--- src/rtl/manchester_serial_tx.sv ---
// Serial Manchester transmitter: valid/ready word intake, IEEE 802.3 or Thomas line code, programmable half-bit rate.
// Optional preamble (eight 1,0 bits ahead of frames started from idle) enabled by defining MANCH_PREAMBLE_EN.
`timescale 1ns/1ps

module manchester_serial_tx #(
  parameter int          DATA_W       = 8,
  parameter int          HALF_BIT_DIV = 4,
  parameter int unsigned MSB_FIRST    = 1
) (
  input  logic              clk,
  input  logic              rst_n,
  input  logic              ena,
  input  logic              mode,
  input  logic [DATA_W-1:0] in_data,
  input  logic              in_valid,
  output logic              in_ready,
  output logic              line_out,
  output logic              line_oe,
  output logic              busy,
  output logic              frame_done
);

  localparam int DIV_W = (HALF_BIT_DIV > 1) ? $clog2(HALF_BIT_DIV) : 1;
  localparam int CNT_W = $clog2(DATA_W + 8);
  localparam logic [DIV_W-1:0] DIV_LAST = DIV_W'(HALF_BIT_DIV - 1);
  localparam logic [CNT_W-1:0] BIT_LAST = CNT_W'(DATA_W - 1);

`ifdef MANCH_PREAMBLE_EN
  localparam logic [CNT_W-1:0] PRE_LAST = CNT_W'(7);
  typedef enum logic [1:0] {S_IDLE, S_SEND, S_PREAMBLE} state_t;
`else
  typedef enum logic {S_IDLE, S_SEND} state_t;
`endif

  state_t             state_q, state_d;
  logic [DATA_W-1:0]  shreg_q, shreg_d;
  logic               mode_q, mode_d;
  logic [DIV_W-1:0]   div_q, div_d;
  logic               phase_q, phase_d;
  logic [CNT_W-1:0]   cnt_q, cnt_d;

  logic active, half_end, last, accept, cur_bit;

  always_comb begin
    active   = (state_q != S_IDLE);
    half_end = (div_q == DIV_LAST);
    last     = (state_q == S_SEND) && (cnt_q == BIT_LAST) && phase_q && half_end;
    // rst_n gates in_ready so the upstream never sees a ready during reset.
    in_ready   = rst_n & ena & ((state_q == S_IDLE) | last);
    accept     = in_valid & in_ready;
    frame_done = ena & last;
    line_oe    = active;
    busy       = active;
`ifdef MANCH_PREAMBLE_EN
    if (state_q == S_PREAMBLE) cur_bit = ~cnt_q[0];
    else
`endif
    cur_bit = (MSB_FIRST != 0) ? shreg_q[DATA_W-1] : shreg_q[0];
    // IEEE: first half ~b, second half b; Thomas is the inverse of that.
    line_out = active & (cur_bit ^ mode_q ^ ~phase_q);
  end

  // NOTE: every next-state signal takes its hold value first, so no path leaves it unassigned and no latch is inferred.
  always_comb begin
    state_d = state_q;
    shreg_d = shreg_q;
    mode_d  = mode_q;
    div_d   = div_q;
    phase_d = phase_q;
    cnt_d   = cnt_q;
    if (ena) begin
      if (accept) begin
        shreg_d = in_data;
        mode_d  = mode;
        div_d   = '0;
        phase_d = 1'b0;
        cnt_d   = '0;
`ifdef MANCH_PREAMBLE_EN
        state_d = (state_q == S_IDLE) ? S_PREAMBLE : S_SEND;
`else
        state_d = S_SEND;
`endif
      end else if (active && half_end) begin
        div_d   = '0;
        phase_d = ~phase_q;
        if (phase_q) begin
`ifdef MANCH_PREAMBLE_EN
          if (state_q == S_PREAMBLE) begin
            if (cnt_q == PRE_LAST) begin
              cnt_d   = '0;
              state_d = S_SEND;
            end else begin
              cnt_d = cnt_q + CNT_W'(1);
            end
          end else
`endif
          if (cnt_q == BIT_LAST) begin
            cnt_d   = '0;
            state_d = S_IDLE;
          end else begin
            cnt_d   = cnt_q + CNT_W'(1);
            shreg_d = (MSB_FIRST != 0) ? (shreg_q << 1) : (shreg_q >> 1);
          end
        end
      end else if (active) begin
        div_d = div_q + DIV_W'(1);
      end
    end
  end

  // NOTE: state registers use non-blocking assignments so every flop samples pre-edge values.
  always_ff @(posedge clk or negedge rst_n) begin
    if (!rst_n) begin
      state_q <= S_IDLE;
      shreg_q <= '0;
      mode_q  <= 1'b0;
      div_q   <= '0;
      phase_q <= 1'b0;
      cnt_q   <= '0;
    end else begin
      state_q <= state_d;
      shreg_q <= shreg_d;
      mode_q  <= mode_d;
      div_q   <= div_d;
      phase_q <= phase_d;
      cnt_q   <= cnt_d;
    end
  end

endmodule

--- config.mk ---
export PLATFORM = sky130hd
export DESIGN_NAME = manchester_serial_tx
export DESIGN_NICKNAME = d
export VERILOG_FILES = /design/src/rtl/manchester_serial_tx.sv
export SDC_FILE = /design/constraint.sdc
export NUM_CORES = 1
export LEC_CHECK = 0
export CORE_MARGIN = 2
export CORE_UTILIZATION = 54
export CTS_CLUSTER_SIZE = 28
export DETAILED_ROUTE_END_ITERATION = 16
export GPL_TIMING_DRIVEN = 0
export PLACE_DENSITY = 0.86
export RECOVER_POWER = 25
export REMOVE_ABC_BUFFERS = 1
export SYNTH_ARGS = -nofsm -noshare
export SYNTH_HDL_FRONTEND = slang
export SYNTH_SLANG_ARGS = --single-unit
--- constraint.sdc ---
create_clock -name clk -period 4.2 [get_ports clk]
set_input_delay 0.84 -clock clk [delete_from_list [all_inputs] [get_ports clk]]
set_output_delay 0.84 -clock clk [all_outputs]
set_load 0.02 [all_outputs]
=== Yosys cells after proc, flatten, opt, wreduce, memory -nomap -nowiden ===
Cells that the tools add are included.

* Eq/ne operators: 3
* Muxes and demuxes: 17
* Add/sub/neg operators: 2
* Reductions and logical operators: 14
* Bitwise logic cells: 10

{| class="wikitable"
|+ Operator list
! operator !! number
|-
| 8-bit 2-to-1 mux || 4
|-
| 4-bit 2-to-1 mux || 4
|-
| 4-bit AND reduction || 2
|-
| 1-bit 2-to-1 mux || 6
|-
| 2-bit 2-to-1 mux || 3
|-
| 2-bit AND reduction || 3
|-
| 2-bit nonzero test || 3
|-
| 1-bit AND || 5
|-
| 4-bit by 1-bit adder with 4-bit output, second input constant || 1
|-
| 4-bit by 3-bit equality test with 1-bit output, second input constant || 1
|-
| 1-bit logical AND || 4
|-
| 3-bit AND reduction || 1
|-
| 3-bit nonzero test || 1
|-
| 2-bit by 1-bit adder with 2-bit output, second input constant || 1
|-
| 2-bit equality test, second input constant || 1
|-
| 2-bit != test, second input constant || 1
|-
| 1-bit inverter || 2
|-
| 1-bit bitwise XOR || 2
|-
| 1-bit OR || 1
|}

* Bits in registers: 17
* Input port bits: 13
* Word-level logic and storage cells: 52

=== Longest topological paths before layout ===
Gate-level depths: netlist of run 1.

* Depth after elaboration: 9
* Mapped depth: 6
* Gate-level depth less buffers: 5

=== Least setup slack after synthesis of run 1 ===
OpenSTA, ideal clock, no wires.

* Kind: input-to-output
* Start: in ena
* End: out frame_done
* Path slack: 2.027 ns
* Buffers on the path: 1
* Data required time: 3.360 ns
* Arrival: 1.333 ns
* Stages on the path: 3
* Path through: buf_6 -> nand4_2 -> nor2_1

* Word-level cells in the longest chain between the ends: 1

{| class="wikitable"
|+ Ends and longest elaborated chain
! what !! line !! RTL
|-
| start: declaration || 12 || <nowiki>input logic ena,</nowiki>
|-
| 1-bit AND || 51 || <nowiki>frame_done = ena & last;</nowiki>
|-
| end: declaration || 20 || <nowiki>output logic frame_done</nowiki>
|}

No other way between the ends.

=== Worst setup path after layout of run 1 ===
* Start: in rst_n
* End: out in_ready

* Word-level cells in the longest chain between the ends: 2

{| class="wikitable"
|+ Ends and longest elaborated chain
! what !! line !! RTL
|-
| start: declaration || 11 || <nowiki>input logic rst_n,</nowiki>
|-
| 1-bit AND (2 in a row) || 49 || <nowiki>in_ready = rst_n & ena & ((state_q == S_IDLE) | last);</nowiki>
|-
| end: declaration || 16 || <nowiki>output logic in_ready,</nowiki>
|}

No other way between the ends.

==> results.toml, run 1 <==
[floorplanning]
die_h_um = 46.7
die_area_um2 = 2180
initial_utilization = 0.571
die_x_um = 46.7
pin_count = 18
fp-row-count = 15
core_area_um2 = 1730

[hold_path]
worstHoldPathType = "reg2reg"
min_path_cells = 1
hold_start = "shreg_q[6]$_DFFE_PN0P_"

[final_layout]
final_common_cell = "dfrtp_1"
layout-drive-gt1-share = 0.260
num_antenna_cells = 0
area_delta_synth_final_pct = 17.9
nets = 120
final_cell_mix = "dfrtp_1 (17), clkdlybuf4s50_1 (16), mux2_2 (15)"

[sta]
fin_crit_ns = 3.79
finalHoldViolCount = 0
worst_pin_slew_ns = 0.962
rsz0062_at_grt = "false"
final.setup.worst_slack_ns = 0.411
fin_worst_skew_ns = 0.00416
period_share = 0.902
achievable-frequency_ghz = 0.264
finalSetupTns_ns = 0
setup_viol = 0
slew_viol_final = 0
slew_headroom = 0.356

[synthesis]
ys_seq_area_frac = 0.431
synth_area_per_cell_um2 = 11.1
yosys_warnings = 0
syn_inst = 89
synth_area_um2 = 986
synth-seq-cells = 17
synth_cell_types = 33

[clock_tree]
cts_tree = "built"
ctsResizeCount = 0
cts_max_level = 1
cts.sinks = 17
clock_latency_ns = 0.28
numCtsBuffers = 3
clk_path_buf_depth = 2
clkTransAtPathRegs_ns = 0.09
cts-root-buf = "clkbuf_4"
cts_setup_buffers = 0
holdBufCountCts = 0

[pwr]
cellLeakagePower_nw = 0.520
power_density_nw_per_um2 = 545
peakVddDrop_mv = 0.363

[route]
wire_per_inst_um = 13.3
wirelength_um = 1720
vias = 688
postRouteAntennaNets = 0
drtIter0Drc = 14
vias_per_cell = 5.33
post-route-drc-count = 0
drtPass1Iterations = 4

[global_route]
grt_max_degree = 23
grt_usage = 0.187
overflow = 0
grt_pass1_vias = 647
antenna_found_initial = 0
grt_pass1_wl_um = 2770

[run]
max-cap-violations = 0

[worst_setup_path]
endpoint = "in_ready"
timing.rr.start = "div_q[0]$_DFFE_PN0P_"
cp_slowest_stage_delay_ns = 1.17
cp.required_ns = 3.36
r2r-end = "shreg_q[2]$_DFFE_PN0P_"
slowest_stage = "dlygate4sd3_1"
crit_start = "rst_n"
r2r_cells = 5
cp-start-kind = "input pin"
cp_cell_sequence = "dlygate4sd3_1 > and3_2 > clkdlybuf4s50_1"
critPathCaptureType = "output port"
criticalPathCategory = "in2out"
crit_arrival_ns = 2.95
r2r_slack_ns = 1.96
path_max_fanout = 22

[place]
dp_hpwl_um = 1280
portBuffers = 17
gp_routability_congestion = 0.722
pre_cts_ws_ns = 0.418

[status]
outcome = "completed"
==> flip-flops by register name (all words and copies together) (netlist names) <==
| name | flops |
|---|---|
| busy | 1 |
| phase_q | 1 |
| shreg_q | 8 |
| mode_q | 1 |
| div_q | 2 |
| cnt_q | 4 |
==> synthesized netlist by cell type <==
master,n,share of area
nand3_1,3,0.015
buf_6,3,0.034
a21o_1,1,0.0076
o21ai_1,1,0.0051
a2bb2oi_1,1,0.0089
a21oi_1,3,0.015
o21ai_0,5,0.025
a22o_2,1,0.010
o21ai_2,1,0.0089
nand2b_1,2,0.013
ha_1,2,0.025
nor4_1,1,0.0063
and3_2,2,0.015
nor3_1,1,0.0051
buf_2,2,0.010
a21boi_0,1,0.0076
nand4b_4,1,0.024
dfrtp_1,17,0.43
xnor2_1,2,0.018
a21o_2,2,0.018
mux2_2,15,0.17
nand4b_1,1,0.0089
buf_4,1,0.0076
nand2_1,7,0.027
xor2_1,1,0.0089
or4_1,1,0.0076
nand4_2,1,0.013
nor2_1,3,0.011
and2_1,1,0.0063
nand3b_1,1,0.0076
and2_4,1,0.0089
nand4_1,1,0.0063
inv_1,3,0.011
==> layout make-up <==
type,instances,area [um^2]
clock buffers,4,26.3
flip-flops and latches,17,425
multi-input cells,63,498
fillers,152,564
well taps,25,31.3
repair buffers,17,170
inverters,3,11.3
==> kinds of logic (layout without fill, tap and decap cells) <==
| logic type | count (synthesis) | after routing | share of synthesized area |
|---|---|---|---|
| and+or+nand+nor | 27 | 27 | 0.175 |
| DFF | 17 | 17 | 0.431 |
| AOI/OAI and AO/OA | 16 | 16 | 0.107 |
| muxes | 15 | 15 | 0.171 |
| buffers and inverters | 9 | 24 | 0.0635 |
| xor gates and xnor gates | 3 | 3 | 0.0267 |
| adders and majority gates | 2 | 2 | 0.0254 |
==> worst min path at each step <==
stage               slack, ns                endpoint
global placement         0.49  shreg_q[2]$_DFFE_PN0P_
CTS                      0.51  shreg_q[6]$_DFFE_PN0P_
global route             0.53  shreg_q[6]$_DFFE_PN0P_
detailed placement       0.49  shreg_q[6]$_DFFE_PN0P_
finish                   0.51  shreg_q[6]$_DFFE_PN0P_
floorplan                0.47    cnt_q[1]$_DFFE_PN0P_
==> worst max-delay path: cells and delay by family <==
kind | cells | cell delay (ns)
AND/OR/NAND/NOR | 1 | 0.33
buffers and inverters | 2 | 1.77
==> report_power, final <==
| part | switching [mW] | internal (mW) |
|---|---|---|
| combinational | 0.111 | 0.152 |
| sequential | 0.0550 | 0.230 |
| clock | 0.0487 | 0.0369 |
==> metrics by stage <==
step	hold WS (ns)	utilization	area, um^2	cells	total power, mW
after floorplan	0.473	-	935	83	0.462
after global placement	0.487	0.658	1140	125	0.529
after detailed placement	0.492	0.658	1140	125	0.554
after CTS	0.513	0.673	1160	129	0.640
after global routing	0.527	0.673	1160	129	0.678
final	0.509	0.673	1160	129	0.634
==> layer usage <==
layer / vias to the layer above / global-route usage / wire, um
li1: 344 / - / -
met1: 330 / 0.226 / 758
met2: 12 / 0.317 / 899
met3: 2 / 0.0231 / 43
met4: 0 / 0.117 / 17
met5: - / 0 / 0
No activity file was read; power rests on OpenSTA's default activity.
==> inputs of run 2 (changes only) <==
Settings changed: CELL_PAD_IN_SITES_DETAIL_PLACEMENT set to 2, CELL_PAD_IN_SITES_GLOBAL_PLACEMENT set to 2, CORE_UTILIZATION 54 to 35.
==> run 2 against run 1 <==
Combinational power about the same. Global-route usage decreased by 3.8 points. Via count increased by 3.3%. Worst setup slack got worse by 0.044 ns. Clock skew increased by 0.0024 ns. Non-clock buffer count unchanged. Critical path type unchanged. Largest cell class unchanged.
==> results.toml, run 2 (synthesized netlist as in run 1, its figures left out) <==
[clock_tree]
numCtsBuffers = 3
cts_tree = "built"
ctsResizeCount = 0
cts-root-buf = "clkbuf_4"
cts_max_level = 1
clk_path_buf_depth = 2
clock_latency_ns = 0.30
clkTransAtPathRegs_ns = 0.10
holdBufCountCts = 0
cts_setup_buffers = 0
cts.sinks = 17

[route]
vias = 711
wirelength_um = 2090
drtPass1Iterations = 2
drtIter0Drc = 7
vias_per_cell = 5.27
wire_per_inst_um = 15.5
postRouteAntennaNets = 0
post-route-drc-count = 0

[hold_path]
hold_start = "shreg_q[1]$_DFFE_PN0P_"
worstHoldPathType = "reg2reg"
min_path_cells = 1

[global_route]
overflow = 0
grt_pass1_vias = 734
grt_pass1_wl_um = 3630
grt_max_degree = 23
antenna_found_initial = 0
grt_usage = 0.149

[worst_setup_path]
r2r-end = "shreg_q[6]$_DFFE_PN0P_"
r2r_cells = 5
crit_start = "rst_n"
cp.required_ns = 3.36
criticalPathCategory = "in2out"
r2r_slack_ns = 1.93
critPathCaptureType = "output port"
cp-start-kind = "input pin"
path_max_fanout = 22
crit_arrival_ns = 2.99
timing.rr.start = "div_q[0]$_DFFE_PN0P_"
endpoint = "in_ready"

[pwr]
power_density_nw_per_um2 = 545
peakVddDrop_mv = 0.323
cellLeakagePower_nw = 0.523

[sta]
finalHoldViolCount = 0
setup_viol = 0
fin_crit_ns = 3.83
finalSetupTns_ns = 0
fin_worst_skew_ns = 0.00656
period_share = 0.913
final.setup.worst_slack_ns = 0.366
timing.hold.ws_ns = 0.526
slew_headroom = 0.328
rsz0062_at_grt = "false"
achievable-frequency_ghz = 0.261
worst_pin_slew_ns = 1.00
slew_viol_final = 0

[place]
dp_hpwl_um = 1570
gp_routability_congestion = 0.677
pre_cts_ws_ns = 0.375
portBuffers = 17
postPlaceCellArea_um2 = 1140

[floorplanning]
initial_utilization = 0.364
pin_count = 18
die_x_um = 57.1
fp-row-count = 19
die_h_um = 57.1
die_area_um2 = 3260
core_area_um2 = 2710

[final_layout]
area_delta_synth_final_pct = 18.8
top_regs = "shreg_q x8, cnt_q x4, div_q x2"
layout-drive-gt1-share = 0.269
fin_area_um2 = 1170
final_cell_mix = "dfrtp_1 (17), clkdlybuf4s50_1 (16), mux2_2 (15)"
num_antenna_cells = 0
top_register = "shreg_q"
largest_reg_flops = 8
nets = 120
final_common_cell = "dfrtp_1"

[run]
max-cap-violations = 0

[status]
outcome = "completed"
## run 2: cell count changes in the layout (fill, tap and decap cells not counted)
cell      previous run  this run
clkbuf_1             1         0
clkinv_2             0         1
## run 2: cell type report
type / count / area, um^2
Clock buffer: 3 / 22.5
Clock inverter: 1 / 5.00
Fill cell: 283 / 1540
Inverter: 3 / 11.3
Multi-Input combinational cell: 63 / 498
Sequential cell: 17 / 425
Tap cell: 31 / 38.8
Timing Repair Buffer: 17 / 170
## run 2: worst min-delay path by stage
| stage | to |
|---|---|
| 2_1_floorplan | cnt_q[1]$_DFFE_PN0P_ |
| 4_1_cts | shreg_q[4]$_DFFE_PN0P_ |
| 5_1_grt | shreg_q[4]$_DFFE_PN0P_ |
| 3_3_place_gp | shreg_q[6]$_DFFE_PN0P_ |
| 3_5_place_dp | shreg_q[4]$_DFFE_PN0P_ |
| 6_report | shreg_q[1]$_DFFE_PN0P_ |
## run 2: layer usage
metal / GRT usage / wire [um] / part of all wire / up-vias
met2: 0.235 / 1080 / 0.52 / 13
met5: 0 / 0 / 0 / -
met3: 0.0272 / 52 / 0.025 / 5
met1: 0.198 / 910 / 0.44 / 347
li1: - / - / - / 346
met4: 0.0698 / 43 / 0.021 / 0
## run 2: through the flow
stage | util | instances | power (mW)
after floorplan | - | 83 | 0.462
after global placement | 0.422 | 131 | 0.535
after detailed placement | 0.422 | 131 | 0.558
after CTS | 0.432 | 135 | 0.655
after global routing | 0.432 | 135 | 0.700
final | 0.432 | 135 | 0.638
## run 2: where the power goes
| part | switching [mW] | total, mW | internal, mW |
|---|---|---|---|
| registers | 0.0559 | 0.286 | 0.230 |
| logic | 0.112 | 0.263 | 0.151 |
| clock network | 0.0542 | 0.0898 | 0.0356 |
| total | 0.222 | 0.638 | 0.416 |
## run 2: critical path: stages
cell	delay (ns)
dlygate4sd3_1	1.20
and3_2	0.35
clkdlybuf4s50_1	0.60
==> inputs of run 3 (changes only) <==
Settings changed: ABC_AREA set to 1, CORE_UTILIZATION 35 to 31.
==> run 3 against run 2 <==
Wire length up 29%. Largest power group is now combinational cells. Sequential share of layout area fell by 0.69 points. Die area rose by 11%. Design area increased by 1.9%. Sequential power fell by 3%. Largest cell class unchanged.
==> results.toml, run 3 <==
[global_route]
grt_pass1_wl_um = 4820
grt_max_degree = 23
grt_usage = 0.183
overflow = 0
antenna_found_initial = 0
grt_pass1_vias = 1048

[pwr]
p_switching_mw = 0.285
pwr-share-seq = 0.406
power_density_nw_per_um2 = 574
p_int_mw = 0.400
power.share.clock = 0.142
total_power_mw = 0.685
cellLeakagePower_nw = 0.602
peakVddDrop_mv = 0.316
combinationalPowerShare = 0.452
sw_frac_of_total = 0.416

[route]
postRouteAntennaNets = 0
wire_per_inst_um = 14.4
vias = 915
top_layer_used = "met4"
vias_per_cell = 4.89
wl_met3_um = 47
wl_met2_um = 1430
post-route-drc-count = 0
wirelength_um = 2700
wl_met1_um = 1170
drtIter0Drc = 10
drtPass1Iterations = 4

[clock_tree]
numCtsBuffers = 3
holdBufCountCts = 0
cts_max_level = 1
cts_tree = "built"
cts-root-buf = "clkbuf_4"
ctsResizeCount = 0
clk_path_buf_depth = 2
cts.sinks = 17
clkTransAtPathRegs_ns = 0.11
clock_latency_ns = 0.31
cts_setup_buffers = 0

[final_layout]
seqCellArea_um2 = 425
layout-drive-gt1-share = 0.0629
top_register = "shreg_q"
nets = 159
n_fill_cell = 364
num_antenna_cells = 0
final_cell_mix = "nand2_1 (54), dfrtp_1 (17), clkdlybuf4s50_1 (16)"
top_regs = "shreg_q x8, cnt_q x4, div_q x2"
final_common_cell = "nand2_1"
largest_reg_flops = 8
multiInputGateArea_um2 = 487
area_delta_synth_final_pct = 22.3
finalNonFillerCells = 187

[synthesis]
synth_edf_count = 0
yosys_warnings = 0
synth_top_area_share = 0.436
synth-main-ff-cell = "dfrtp_1"
synth_area_per_cell_um2 = 7.75
synth_common_cells = "nand2_1 (54), dfrtp_1 (17), nand3_1 (12)"
synth_area_um2 = 976
ys_seq_area_frac = 0.436
synthTopCellsByArea = "dfrtp_1 (44%), nand2_1 (21%), nand3_1 (6.2%), nand4_1 (4.5%), nand3_4 (3.6%)"
synthMostInstantiatedCell = "nand2_1"
synth-seq-cells = 17
ys_async_sr_fraction = 1.00
syn_inst = 126
yosysTopAreaCell = "dfrtp_1"
synth_cell_types = 20

[worst_setup_path]
crit_arrival_ns = 2.91
cp_slowest_stage_delay_ns = 1.08
r2r_cells = 10
cp-start-kind = "input pin"
criticalPathCategory = "in2out"
timing.rr.start = "cnt_q[0]$_DFFE_PN0P_"
slowest_stage = "dlygate4sd3_1"
critPathCaptureType = "output port"
cp.required_ns = 3.36
path_max_fanout = 18
cp_cell_sequence = "dlygate4sd3_1 > nand2_1 > a21oi_1 > clkdlybuf4s50_1"
r2r_slack_ns = 1.83
r2r-end = "shreg_q[2]$_DFFE_PN0P_"

[floorplanning]
initial_utilization = 0.322
fp-row-count = 20
core_area_um2 = 3030
die_x_um = 60.1
pin_count = 18
die_h_um = 60.1
die_area_um2 = 3610

[place]
dp_cells = 183
pre_cts_ws_ns = 0.467
gp_routability_congestion = 0.687
portBuffers = 17
dp_hpwl_um = 2040

[sta]
fin_worst_skew_ns = 0.00131
finalSetupTns_ns = 0
fin_crit_ns = 3.75
timing.hold.ws_ns = 0.502
slew_headroom = 0.439
achievable-frequency_ghz = 0.267
worst_pin_slew_ns = 0.838
rsz0062_at_grt = "false"
period_share = 0.892
final.setup.worst_slack_ns = 0.454
slew_viol_final = 0
finalHoldViolCount = 0
setup_viol = 0

[status]
outcome = "completed"

[hold_path]
hold_start = "shreg_q[3]$_DFFE_PN0P_"
holdPathEnd = "shreg_q[3]$_DFFE_PN0P_"
min_path_cells = 2
worstHoldPathType = "reg2reg"

[run]
max-cap-violations = 0
[run 3: changes by cell type after synthesis, moves of 5 or more]
cell / change
nand3_1: +9
nand2_1: +47
nand4_1: +6
mux2_2: -14
inv_1: +5
[run 3: cell type report]
class	instances	area share
clock buffers	4	0.0220
well taps	44	0.0461
multi-input cells	97	0.408
repair buffers	17	0.143
flip-flops and latches	17	0.356
inverters	8	0.0252
[run 3: layer usage]
metal	vias up	GRT usage
met4	0	0.0762
li1	446	-
met3	5	0.0325
met1	456	0.211
met5	-	0
met2	8	0.328
[run 3: logic make-up (layout without fill, tap and decap cells)]
logic type	after synthesis	in the layout	share of synthesized area
AOI/OAI and AO/OA	9	9	0.0526
xor gates and xnor gates	3	3	0.0269
adders and majority gates	2	2	0.0256
buffers and inverters	12	29	0.0654
DFF	17	17	0.436
muxes	1	1	0.0115
and+or+nand+nor	82	82	0.382
[run 3: worst max-delay path, delay by kind of cell]
| family | cells | cell delay, ns |
|---|---|---|
| buffers and inverters | 2 | 1.71 |
| AOI/OAI and AO/OA | 1 | 0.19 |
| and+or+nand+nor | 1 | 0.15 |
[run 3: worst max-delay path by stage]
| stage | from | cells after the start | to |
|---|---|---|---|
| after CTS | rst_n | 4 | in_ready |
| after detailed placement | rst_n | 4 | in_ready |
| after floorplan | busy$_DFFE_PN0P_ | 4 | in_ready |
| after global placement | rst_n | 4 | in_ready |
| after global routing | rst_n | 4 | in_ready |
| final | rst_n | 4 | in_ready |
[run 3: metrics by stage]
| stage | util | area [um^2] |
|---|---|---|
| 2_1_floorplan | - | 942 |
| 3_3_place_gp | 0.386 | 1170 |
| 3_5_place_dp | 0.386 | 1170 |
| 4_1_cts | 0.394 | 1190 |
| 5_1_grt | 0.394 | 1190 |
| 6_report | 0.394 | 1190 |
[run 3: power by group through the flow]
stage	combinational [mW]	clock, mW	sequential [mW]
6_report	0.310	0.0971	0.278
5_1_grt	0.356	0.107	0.287
4_1_cts	0.320	0.102	0.279
3_5_place_dp	0.317	0	0.283
3_3_place_gp	0.292	0	0.275
2_1_floorplan	0.196	0	0.277
